`src/rtl/autopilot_pkg.sv`:
```
// autopilot_pkg: shared types and helpers for the autopilot controller.
//   state_t         - controller state (RUN, JUMP, DUCK, RESTART), 2-bit encoding
//   cnt_width()     - width of a counter that must hold values 0..max_count
//   sat_threshold() - clamps a raw trigger threshold to the largest position value
//   DEF_*           - default hold and restart periods used by the top level
package autopilot_pkg;

  typedef enum logic [1:0] {
    RUN     = 2'd0,
    JUMP    = 2'd1,
    DUCK    = 2'd2,
    RESTART = 2'd3
  } state_t;

  localparam int DEF_JUMP_HOLD     = 8;
  localparam int DEF_RESTART_DELAY = 60;

  // clog2(max_count+1), never narrower than one bit.
  function automatic int cnt_width(input int max_count);
    return (max_count < 1) ? 1 : $clog2(max_count + 1);
  endfunction

  // Positions are pos_w bits wide, so any threshold above 2^pos_w-1 is
  // clamped rather than allowed to wrap into a tiny window.
  function automatic logic [31:0] sat_threshold(input logic [31:0] raw, input int pos_w);
    logic [31:0] max_v;
    max_v = (32'd1 << pos_w) - 32'd1;
    return (raw > max_v) ? max_v : raw;
  endfunction

endpackage

```
`src/rtl/autopilot_if.sv`:
```
// autopilot_if: game-side signals seen by the autopilot controller.
//   master - game/gamepad side: drives tick, gamepad, obstacle, speed and
//            crash/freeze inputs; receives the button outputs.
//   slave  - the controller.
//
// Handshake: there is no valid/ready pair. game_tick is a one-clk strobe;
// every other input is only sampled on a clk edge with game_tick=1, and the
// button outputs change only on such an edge and hold in between.
// obs_valid[i] qualifies channel i; obs_pos/obs_air of a channel with
// obs_valid[i]=0 are don't-care.
interface autopilot_if #(
  parameter int NUM_OBS = 2,
  parameter int POS_W   = 10,
  parameter int SPEED_W = 4
);
  logic                     game_tick;
  logic                     gamepad_is_present;
  logic                     gamepad_start;
  logic                     gamepad_up;
  logic                     gamepad_down;
  logic [NUM_OBS*POS_W-1:0] obs_pos;
  logic [NUM_OBS-1:0]       obs_valid;
  logic [NUM_OBS-1:0]       obs_air;
  logic [SPEED_W-1:0]       speed;
  logic                     crash;
  logic                     game_frozen;
  logic                     button_start;
  logic                     button_up;
  logic                     button_down;

  modport master (
    output game_tick, gamepad_is_present, gamepad_start, gamepad_up, gamepad_down,
    output obs_pos, obs_valid, obs_air, speed, crash, game_frozen,
    input  button_start, button_up, button_down
  );

  modport slave (
    input  game_tick, gamepad_is_present, gamepad_start, gamepad_up, gamepad_down,
    input  obs_pos, obs_valid, obs_air, speed, crash, game_frozen,
    output button_start, button_up, button_down
  );
endinterface

```
`src/rtl/obstacle_window.sv`:
```
// obstacle_window: combinational window test for one obstacle channel.
//   pos, valid, air - the channel's position, live flag and air/ground tag
//   thr             - current (already saturated) trigger threshold
//   hit             - live obstacle strictly ahead of the player and within thr
//   air_hit         - hit on an air obstacle
module obstacle_window #(
  parameter int POS_W         = 10,
  parameter int PLAYER_OFFSET = 6
) (
  input  logic [POS_W-1:0] pos,
  input  logic             valid,
  input  logic             air,
  input  logic [POS_W-1:0] thr,
  output logic             hit,
  output logic             air_hit
);

  assign hit     = valid && (pos > POS_W'(PLAYER_OFFSET)) && (pos <= thr);
  assign air_hit = hit && air;

endmodule

```
`src/rtl/autopilot_controller.sv`:
```
// autopilot_controller: drives start/up/down buttons of the game core when no
// gamepad is connected. Jumps over ground obstacles for JUMP_HOLD ticks, ducks
// under air obstacles, and pulses start every RESTART_DELAY ticks while the
// game is crashed or frozen. With a gamepad present the buttons mirror it.
//   clk, rst_n - clock, synchronous active-low reset
//   bus        - autopilot_if.slave (tick, gamepad, obstacles, speed, crash,
//                freeze in; button_start/up/down out, registered)
//   state_dbg  - current controller state
// Optional build macro: AUTOPILOT_COOLDOWN_EN - after a jump ends, ground
// obstacles are ignored for COOLDOWN ticks.
module autopilot_controller
  import autopilot_pkg::*;
#(
  parameter int NUM_OBS        = 2,
  parameter int POS_W          = 10,
  parameter int SPEED_W        = 4,
  parameter int PLAYER_OFFSET  = 6,
  parameter int BASE_THRESHOLD = 40,
  parameter int SPEED_GAIN     = 4,
  parameter int JUMP_HOLD      = DEF_JUMP_HOLD,
  parameter int RESTART_DELAY  = DEF_RESTART_DELAY,
  parameter int COOLDOWN       = 4
) (
  input  logic        clk,
  input  logic        rst_n,
  autopilot_if.slave  bus,
  output state_t      state_dbg
);

  localparam int HOLD_W = cnt_width(JUMP_HOLD);
  localparam int RST_W  = cnt_width(RESTART_DELAY);

  if (JUMP_HOLD < 1 || RESTART_DELAY < 1 || COOLDOWN < 0) begin : g_bad_params
    $error("autopilot_controller: JUMP_HOLD and RESTART_DELAY must be >= 1, COOLDOWN >= 0");
  end

  // Threshold grows with speed; computed wide, then clamped to the position range.
  logic [31:0]      thr_raw;
  logic [POS_W-1:0] thr;

  assign thr_raw = 32'(BASE_THRESHOLD) + 32'(bus.speed) * 32'(SPEED_GAIN);
  assign thr     = POS_W'(sat_threshold(thr_raw, POS_W));

  logic [NUM_OBS-1:0] hit_v;
  logic [NUM_OBS-1:0] air_hit_v;

  for (genvar i = 0; i < NUM_OBS; i++) begin : g_win
    obstacle_window #(
      .POS_W         (POS_W),
      .PLAYER_OFFSET (PLAYER_OFFSET)
    ) u_win (
      .pos     (bus.obs_pos[i*POS_W +: POS_W]),
      .valid   (bus.obs_valid[i]),
      .air     (bus.obs_air[i]),
      .thr     (thr),
      .hit     (hit_v[i]),
      .air_hit (air_hit_v[i])
    );
  end

  logic ground_hit;
  logic air_hit;
  logic ground_go;
  logic halt;

  assign ground_hit = |(hit_v & ~air_hit_v);
  assign air_hit    = |air_hit_v;
  assign halt       = bus.crash | bus.game_frozen;

  state_t            state;
  logic [HOLD_W-1:0] hold_cnt;
  logic [RST_W-1:0]  rst_cnt;
  logic              up_q;
  logic              down_q;
  logic              start_q;

`ifdef AUTOPILOT_COOLDOWN_EN
  localparam int COOL_W = cnt_width(COOLDOWN);
  logic [COOL_W-1:0] cool_cnt;

  // Loaded on the tick a jump ends; ground hits stay masked until it drains.
  always_ff @(posedge clk) begin
    if (!rst_n) begin
      cool_cnt <= '0;
    end else if (bus.game_tick) begin
      if (bus.gamepad_is_present || (halt && state != RESTART)) begin
        cool_cnt <= '0;
      end else if (state == JUMP && hold_cnt == '0) begin
        cool_cnt <= COOL_W'(COOLDOWN);
      end else if (cool_cnt != '0) begin
        cool_cnt <= cool_cnt - COOL_W'(1);
      end
    end
  end

  assign ground_go = ground_hit && (cool_cnt == '0);
`else
  assign ground_go = ground_hit;
`endif

  always_ff @(posedge clk) begin
    if (!rst_n) begin
      state    <= RUN;
      hold_cnt <= '0;
      rst_cnt  <= '0;
      up_q     <= 1'b0;
      down_q   <= 1'b0;
      start_q  <= 1'b0;
    end else if (bus.game_tick) begin
      if (bus.gamepad_is_present) begin
        // Human in control: mirror the pad, park the FSM in RUN.
        state    <= RUN;
        hold_cnt <= '0;
        rst_cnt  <= '0;
        up_q     <= bus.gamepad_up;
        down_q   <= bus.gamepad_down;
        start_q  <= bus.gamepad_start;
      end else if (halt && state != RESTART) begin
        state    <= RESTART;
        hold_cnt <= '0;
        rst_cnt  <= '0;
        up_q     <= 1'b0;
        down_q   <= 1'b0;
        start_q  <= 1'b0;
      end else begin
        unique case (state)
          RUN: begin
            start_q <= 1'b0;
            if (ground_go) begin
              state    <= JUMP;
              up_q     <= 1'b1;
              down_q   <= 1'b0;
              hold_cnt <= HOLD_W'(JUMP_HOLD - 1);
            end else if (air_hit) begin
              state  <= DUCK;
              up_q   <= 1'b0;
              down_q <= 1'b1;
            end else begin
              up_q   <= 1'b0;
              down_q <= 1'b0;
            end
          end
          JUMP: begin
            // Entry tick already counted as the first of JUMP_HOLD high ticks.
            down_q  <= 1'b0;
            start_q <= 1'b0;
            if (hold_cnt != '0) begin
              up_q     <= 1'b1;
              hold_cnt <= hold_cnt - HOLD_W'(1);
            end else begin
              up_q  <= 1'b0;
              state <= RUN;
            end
          end
          DUCK: begin
            start_q <= 1'b0;
            if (ground_go) begin
              state    <= JUMP;
              up_q     <= 1'b1;
              down_q   <= 1'b0;
              hold_cnt <= HOLD_W'(JUMP_HOLD - 1);
            end else if (air_hit) begin
              up_q   <= 1'b0;
              down_q <= 1'b1;
            end else begin
              up_q   <= 1'b0;
              down_q <= 1'b0;
              state  <= RUN;
            end
          end
          RESTART: begin
            up_q   <= 1'b0;
            down_q <= 1'b0;
            if (halt) begin
              if (rst_cnt == RST_W'(RESTART_DELAY - 1)) begin
                start_q <= 1'b1;
                rst_cnt <= '0;
              end else begin
                start_q <= 1'b0;
                rst_cnt <= rst_cnt + RST_W'(1);
              end
            end else begin
              start_q <= 1'b0;
              rst_cnt <= '0;
              state   <= RUN;
            end
          end
          default: begin
            state <= RUN;
          end
        endcase
      end
    end
  end

  assign bus.button_up    = up_q;
  assign bus.button_down  = down_q;
  assign bus.button_start = start_q;
  assign state_dbg        = state;

endmodule
```
`src/flat_wrapper.sv`:
```
// flat-port wrapper written by rule: the top's interface ports become plain ports
module autopilot_controller_flat import autopilot_pkg::*;
#(
  parameter int NUM_OBS        = 2,
  parameter int POS_W          = 10,
  parameter int SPEED_W        = 4,
  parameter int PLAYER_OFFSET  = 6,
  parameter int BASE_THRESHOLD = 40,
  parameter int SPEED_GAIN     = 4,
  parameter int JUMP_HOLD      = DEF_JUMP_HOLD,
  parameter int RESTART_DELAY  = DEF_RESTART_DELAY,
  parameter int COOLDOWN       = 4
)
  (clk, rst_n, state_dbg, bus_game_tick, bus_gamepad_is_present, bus_gamepad_start, bus_gamepad_up, bus_gamepad_down, bus_obs_pos, bus_obs_valid, bus_obs_air, bus_speed, bus_crash, bus_game_frozen, bus_button_start, bus_button_up, bus_button_down);
  autopilot_if #(.NUM_OBS(NUM_OBS), .POS_W(POS_W), .SPEED_W(SPEED_W)) bus_i ();
  input  logic clk;
  input  logic rst_n;
  output state_t state_dbg;
  input wire logic [$bits(bus_i.game_tick)-1:0] bus_game_tick;
  input wire logic [$bits(bus_i.gamepad_is_present)-1:0] bus_gamepad_is_present;
  input wire logic [$bits(bus_i.gamepad_start)-1:0] bus_gamepad_start;
  input wire logic [$bits(bus_i.gamepad_up)-1:0] bus_gamepad_up;
  input wire logic [$bits(bus_i.gamepad_down)-1:0] bus_gamepad_down;
  input wire logic [$bits(bus_i.obs_pos)-1:0] bus_obs_pos;
  input wire logic [$bits(bus_i.obs_valid)-1:0] bus_obs_valid;
  input wire logic [$bits(bus_i.obs_air)-1:0] bus_obs_air;
  input wire logic [$bits(bus_i.speed)-1:0] bus_speed;
  input wire logic [$bits(bus_i.crash)-1:0] bus_crash;
  input wire logic [$bits(bus_i.game_frozen)-1:0] bus_game_frozen;
  output wire logic [$bits(bus_i.button_start)-1:0] bus_button_start;
  output wire logic [$bits(bus_i.button_up)-1:0] bus_button_up;
  output wire logic [$bits(bus_i.button_down)-1:0] bus_button_down;
  assign bus_i.game_tick = bus_game_tick;
  assign bus_i.gamepad_is_present = bus_gamepad_is_present;
  assign bus_i.gamepad_start = bus_gamepad_start;
  assign bus_i.gamepad_up = bus_gamepad_up;
  assign bus_i.gamepad_down = bus_gamepad_down;
  assign bus_i.obs_pos = bus_obs_pos;
  assign bus_i.obs_valid = bus_obs_valid;
  assign bus_i.obs_air = bus_obs_air;
  assign bus_i.speed = bus_speed;
  assign bus_i.crash = bus_crash;
  assign bus_i.game_frozen = bus_game_frozen;
  assign bus_button_start = bus_i.button_start;
  assign bus_button_up = bus_i.button_up;
  assign bus_button_down = bus_i.button_down;
  autopilot_controller #(.NUM_OBS(NUM_OBS), .POS_W(POS_W), .SPEED_W(SPEED_W), .PLAYER_OFFSET(PLAYER_OFFSET), .BASE_THRESHOLD(BASE_THRESHOLD), .SPEED_GAIN(SPEED_GAIN), .JUMP_HOLD(JUMP_HOLD), .RESTART_DELAY(RESTART_DELAY), .COOLDOWN(COOLDOWN)) u_core (.clk(clk), .rst_n(rst_n), .bus(bus_i), .state_dbg(state_dbg));
endmodule
```
`config.mk`:
```
export PLATFORM = sky130hd
export DESIGN_NAME = autopilot_controller_flat
export DESIGN_NICKNAME = d
export VERILOG_FILES = /design/src/rtl/autopilot_pkg.sv /design/src/rtl/autopilot_if.sv /design/src/rtl/obstacle_window.sv /design/src/rtl/autopilot_controller.sv /design/src/flat_wrapper.sv
export SDC_FILE = /design/constraint.sdc
export NUM_CORES = 1
export LEC_CHECK = 0
export CORE_UTILIZATION = 35
export CTS_CLUSTER_SIZE = 28
export DETAILED_ROUTE_END_ITERATION = 8
export PLACE_DENSITY_LB_ADDON = 0.2
export SLEW_MARGIN = 20
export SYNTH_ARGS = -nofsm -noshare
export SYNTH_HDL_FRONTEND = slang
export SYNTH_SLANG_ARGS = --single-unit
```
`constraint.sdc`:
```
create_clock -name clk -period 2.6 [get_ports clk]
set_clock_uncertainty 0.2 [all_clocks]
set_input_delay 0.52 -clock clk [delete_from_list [all_inputs] [get_ports clk]]
set_output_delay 0.52 -clock clk [all_outputs]
set_load 0.02 [all_outputs]
```
**Yosys cells after proc, flatten, opt, wreduce, memory -nomap -nowiden**

Index checks and enable logic that the tools add are counted.

- Input port bits: 37
- Bits in registers: 15
- Word-level logic and storage cells: 82
- Output and inout bits: 5

- Muxes and demuxes: 35
- Bitwise operators: 3
- Magnitude comparators: 5
- $add $sub $neg: 3
- Equal/unequal tests: 11
- Reductions and logical operators: 19

Operators with widths:

| operator | number |
|---|---|
| 32-bit by 10-bit greater-than comparator with 1-bit output (second input constant) | 1 |
| 6-bit two-way mux | 5 |
| 10-bit by 3-bit greater-than comparator with 1-bit output (second input constant) | 2 |
| 10-bit less-or-equal comparator | 2 |
| 2-bit two-way mux | 8 |
| 4-bit two-way mux | 4 |
| 1-bit two-way mux | 12 |
| 10-bit two-way mux | 1 |
| 2-bit case mux with 4 select lines | 1 |
| 4-bit case mux with 2 select lines | 1 |
| 4-bit nonzero test | 2 |
| 2-bit OR reduction | 4 |
| 6-bit by 6-bit adder with 7-bit output (first input constant) | 1 |
| 1-bit logical AND | 7 |
| 6-bit by 1-bit adder with 6-bit output (second input constant) | 1 |
| 6-bit equality test (second input constant) | 1 |
| 5-bit by 2-bit != test with 1-bit output (second input constant) | 1 |
| 5-bit != test (second input constant) | 1 |
| 5-bit AND reduction | 1 |
| 2-bit equality test (second input constant) | 2 |
| 4-bit by 1-bit != test with 1-bit output (second input constant) | 1 |
| 4-bit by 2-bit != test with 1-bit output (second input constant) | 1 |
| 4-bit by 3-bit != test with 1-bit output (second input constant) | 1 |
| 4-bit != test (second input constant) | 1 |
| other kinds (13) | 14 |

**Longest topological paths before layout**

- Depth after elaboration: 13
- Depth in mapped cells: 10
- Gate-level depth less buffers: 10

**By module**

From an unflattened synthesis, not the netlist that was laid out.

- Cell total of the unflattened synthesis: 202
- Area, all modules: 1540.2 um^2

Modules (own cells, without submodules):

| module | area an instance (um^2) | cells an instance | times used | sequential area each (um^2) |
|---|---|---|---|---|
| autopilot_controller | 937.1 | 116 | 1 | 300.3 |
| obstacle_window | 301.5 | 43 | 2 | 0.0 |

**Least setup slack after synthesis**

OpenSTA, ideal clock, no wires.

- Kind: input-to-reg
- From: input port bus_speed[1]
- To: register u_core.hold_cnt[3]
- Required time: 2.280 ns
- Setup time: 0.120 ns
- Arrival time: 2.439 ns
- Buffers on the path: 0
- Stages: 10
- Path slack: -0.159 ns
- Cell sequence: ha_1 > xor2_1 > ha_1 > o311ai_2 > a31oi_1 > o32ai_1 > a32oi_2 > a21oi_4 > nor2_1 > a211o_1

- Longest elaborated chain between the ends: 11
- Elaborated cells between the ends (all ways): 14
- Classes of those cells: 1 x add/sub; 3 x order compare; 1 x eq/ne; 1 x mux; 2 x bitwise; 6 x reduce/logical

RTL lines:

| what | line | RTL |
|---|---|---|
| start, declared | flat_wrapper.sv:27 | `input wire logic [$bits(bus_i.speed)-1:0] bus_speed;` |
| 6-bit by 6-bit adder with 7-bit output * | autopilot_controller.sv:41 | `assign thr_raw = 32'(BASE_THRESHOLD) + 32'(bus.speed) * 32'(SPEED_GAIN);` |
| 32-bit by 10-bit greater-than comparator with 1-bit output | autopilot_pkg.sv:28 | `return (raw > max_v) ? max_v : raw;` |
| 10-bit two-way mux * | autopilot_pkg.sv:28 |  |
| 10-bit less-or-equal comparator | obstacle_window.sv:18 | `assign hit = valid && (pos > POS_W'(PLAYER_OFFSET)) && (pos <= thr);` |
| 1-bit logical AND | obstacle_window.sv:18 |  |
| 1-bit logical AND | obstacle_window.sv:19 | `assign air_hit = hit && air;` |
| 2-bit inverter | autopilot_controller.sv:66 | `assign ground_hit = \|(hit_v & ~air_hit_v);` |
| 2-bit AND * | autopilot_controller.sv:66 |  |
| 2-bit OR reduction * | autopilot_controller.sv:66 |  |
| 4-bit by 1-bit != test with 1-bit output (no line) * | - |  |
| 4-bit AND reduction (no line) * | - |  |
| end signal, assigned | autopilot_controller.sv:133 | `hold_cnt <= HOLD_W'(JUMP_HOLD - 1);` |
| end signal, assigned | autopilot_controller.sv:149 | `hold_cnt <= hold_cnt - HOLD_W'(1);` |
| end signal, assigned | autopilot_controller.sv:161 | `hold_cnt <= HOLD_W'(JUMP_HOLD - 1);` |
| end, declared | autopilot_controller.sv:71 | `logic [HOLD_W-1:0] hold_cnt;` |

Mark *: on every way between the ends. The rest lies on a longest branch, timed or not.
A chain may end at the register's enable or synchronous reset.

**Worst setup path after layout**

- From: input port bus_speed[1]
- To: register u_core.state[1], in the netlist u_core.state_dbg[1]

- Longest elaborated chain between the ends: 13
- Elaborated cells between the ends (all ways): 21
- Classes of those cells: 1 x add/sub; 3 x order compare; 2 x eq/ne; 6 x mux; 2 x bitwise; 7 x reduce/logical

RTL lines:

| what | line | RTL |
|---|---|---|
| 6-bit by 6-bit adder with 7-bit output * | autopilot_controller.sv:41 |  |
| 32-bit by 10-bit greater-than comparator with 1-bit output | autopilot_pkg.sv:28 |  |
| 10-bit two-way mux * | autopilot_pkg.sv:28 |  |
| 10-bit less-or-equal comparator | obstacle_window.sv:18 |  |
| 1-bit logical AND | obstacle_window.sv:18 |  |
| 1-bit logical AND | obstacle_window.sv:19 |  |
| 2-bit inverter | autopilot_controller.sv:66 |  |
| 2-bit AND | autopilot_controller.sv:66 |  |
| 2-bit OR reduction | autopilot_controller.sv:66 |  |
| 2-bit two-way mux, on equally long branches | autopilot_controller.sv:157, autopilot_controller.sv:129 |  |
| 2-bit case mux with 4 select lines | autopilot_controller.sv:126 | `unique case (state)` |
| 2-bit two-way mux | autopilot_controller.sv:118 | `end else if (halt && state != RESTART) begin` |
| 2-bit two-way mux | autopilot_controller.sv:110 | `if (bus.gamepad_is_present) begin` |
| end signal, assigned | autopilot_controller.sv:112 | `state <= RUN;` |
| end signal, assigned | autopilot_controller.sv:119 | `state <= RESTART;` |
| end signal, assigned | autopilot_controller.sv:158 | `state <= JUMP;` |
| end, declared | autopilot_controller.sv:70 | `state_t state;` |

Marked as above.

==> results.json <==
{
  "antenna_cells": 0,
  "numCtsBuffers": 3,
  "ys_ff_latch": 15,
  "rsz0062_at_grt": "yes",
  "ys_async_sr_fraction": 0,
  "start_util": 0.378,
  "routed_wl_mm": 3.73,
  "die-area_um2": 3640,
  "crit_path_end_kind": "flop",
  "synth_fa_ha_area_frac": 0.0944,
  "top_level_ports": 42,
  "clk_pin_slew_ns": 0.10,
  "die_h_um": 60.4,
  "path_class": "input port to flop",
  "fin_setup_tns_ns": -0.00398,
  "synthXorXnorAreaFrac": 0.0367,
  "antenna_found_initial": 0,
  "r2r_start": "u_core.state_dbg[0]",
  "grt.overflow.total": 0,
  "synthToLayoutAreaGrowth_pct": 64.2,
  "status": "finished with violations",
  "cts_hold_buf": 0,
  "power_per_cell_area_nw_per_um2": 334,
  "rows": 20,
  "synth_top_area_share": 0.252,
  "setup_violations": 1,
  "crit_required_ns": 2.62,
  "grt_pass1_vias": 1340,
  "cap_violations": 0,
  "vias": 1353,
  "track_usage": 0.201,
  "ys_types": 46,
  "worst_pin_slew_ns": 0.507,
  "hold_depth": 2,
  "synth_ff_type": "dfxtp_1",
  "reg2reg_depth": 4,
  "timing.final.ws_setup_ns": -0.00398,
  "violations": "negative setup slack",
  "synth_compound_area_frac": 0.278,
  "critPathCapture": "u_core.state_dbg[1]",
  "ys_seq_area_frac": 0.252,
  "slew_headroom": 0.661,
  "drc": 0,
  "dp_hpwl_mm": 2.65,
  "yosysMostFrequentCell": "nor2_1",
  "yosys_warnings": 0,
  "place_area_um2": 1770,
  "yosysTopAreaCell": "dfxtp_1",
  "syn-num-nets": 198,
  "portBuffers": 41,
  "gp_congestion": 0.849,
  "grt_pass1_wl_mm": 5.56,
  "worst_skew_pair.late_latency_ns": 0.30,
  "cts_sinks": 15,
  "cts_max_path_buffers": 2,
  "netlist_top_cells_count": "22 x nor2_1, 15 x dfxtp_1, 15 x nand2_1, 9 x ha_1, 8 x o21ai_0",
  "fmax_mhz": 384,
  "critPathLaunchType": "input port",
  "post-route-period-util": 1.00,
  "p_total_mw": 0.653,
  "grt_max_degree": 13,
  "synthMuxAreaShare": 0.0252,
  "fin_nets": 255,
  "cp.arrival_ns": 2.63,
  "setup.worst_path.start": "bus_speed[1]",
  "vias_per_cell": 5.37,
  "syn_inst": 152,
  "p_leak_nw": 0.774,
  "synth_area_leaders": "dfxtp_1 25%, ha_1 9.4%, nor2_1 6.9%",
  "die_w_um": 60.4,
  "synth_area_um2": 1190,
  "cts_tree": "built",
  "first_iter_violations": 34,
  "maxSlewViolCount": 0,
  "rr_endpoint": "u_core.rst_cnt[5]",
  "wire_per_inst_um": 14.8,
  "synth_edf_count": 0,
  "ff2ff_setup_slack_ns": 0.36,
  "vdd_drop_max_v": 0.000332,
  "synth_top_family_by_area": "compound AO/OA/AOI/OAI gates",
  "h-tree-depth": 1,
  "crit_fanout": 4,
  "synth.avg_cell_area_um2": 7.84,
  "ant_nets": 0,
  "first_pass_iters": 4,
  "drive_above_1_share": 0.245,
  "finalInstanceArea_um2": 1960,
  "synth-simple-area-share": 0.274,
  "post-route-min-period_ns": 2.60,
  "hold_viol": 0,
  "holdCritPathClass": "flop to flop",
  "core_um2": 3150,
  "cts_root_buf": "clkbuf_4"
}
flip-flops by register name (all words and copies together) (netlist names):
register                 cells
u_core.state_dbg             2
u_core.bus.button_down       1
u_core.bus.button_start      1
u_core.bus.button_up         1
u_core.hold_cnt              4
u_core.rst_cnt               6
cell families after synthesis:
family | Yosys count
compound gates | 43
flops | 15
simple gates | 65
mux | 3
buf+inv | 12
fa+ha+maj | 9
xor+xnor | 5
power breakdown:
| group | switching (mW) | internal [mW] |
|---|---|---|
| Clock | 0.0835 | 0.0573 |
| Sequential | 0.0132 | 0.239 |
| Combinational | 0.113 | 0.147 |
| Total | 0.210 | 0.443 |
area by class of cell:
class                           instances  area (um2)
Fill cell                             279        1190
Multi-Input combinational cell        125        1020
Timing Repair Buffer                   57         533
Sequential cell                        15         300
Tap cell                               44        55.1
Inverter                                7        26.3
Clock buffer                            3        22.5
Clock inverter                          1        5.00
layer usage:
| layer | track usage | share of wire | routed length, um | vias up |
|---|---|---|---|---|
| met5 | 0 | 0 | 0 | - |
| li1 | - | - | - | 673 |
| met4 | 0.0698 | 0.012 | 46 | 0 |
| met3 | 0.0277 | 0.040 | 149 | 4 |
| met1 | 0.246 | 0.43 | 1620 | 638 |
| met2 | 0.358 | 0.51 | 1920 | 38 |
what timing repair did:
item / CTS / global route
resized for setup: 22 / 28
setup endpoints to repair: 8 / 7
buffers inserted: 2 / 1
pin swaps: 12 / 16
metrics by stage:
| step | setup slack (ns) | utilization | hold slack [ns] | std cells |
|---|---|---|---|---|
| 3_3_place_gp | -0.648 | 0.562 | 0.276 | 245 |
| 2_1_floorplan | -0.00847 | - | 0.258 | 152 |
| 4_1_cts | -0.00614 | 0.575 | 0.300 | 251 |
| 6_report | -0.00398 | 0.621 | 0.295 | 252 |
| 5_1_grt | -0.0794 | 0.621 | 0.331 | 252 |
| 3_5_place_dp | -0.762 | 0.562 | 0.283 | 245 |
worst max-delay path, stage by stage:
cell	delay [ns]
buf_8	0.11
ha_4	0.17
xor2_4	0.17
ha_4	0.18
o311ai_4	0.21
a31oi_1	0.08
o32ai_2	0.32
a32oi_2	0.23
a21o_1	0.23
a21oi_2	0.19
mux2i_1	0.24
worst min-delay path by stage:
stage                           start                 to  slack [ns]
floorplan           u_core.rst_cnt[5]  u_core.rst_cnt[5]        0.26
CTS                 u_core.rst_cnt[1]  u_core.rst_cnt[1]        0.30
detailed placement  u_core.rst_cnt[1]  u_core.rst_cnt[1]        0.28
finish              u_core.rst_cnt[1]  u_core.rst_cnt[1]        0.29
global placement    u_core.rst_cnt[5]  u_core.rst_cnt[5]        0.28
global route        u_core.rst_cnt[1]  u_core.rst_cnt[1]        0.33
placed cells by master, fill, tap and decap left out, drive strengths merged, types with 4 or more instances in the layout:
master and n:
ha 9, clkbuf 5, dfxtp 15, a21oi 8
clkdlybuf4s50 29, a31oi 5, nor3 4, buf 18
inv 7, a21boi 4, nand2 15, o21ai 9
dlymetal6s2s 4, nand2b 5, nor2 22
No activity file was read; power rests on OpenSTA's default activity.
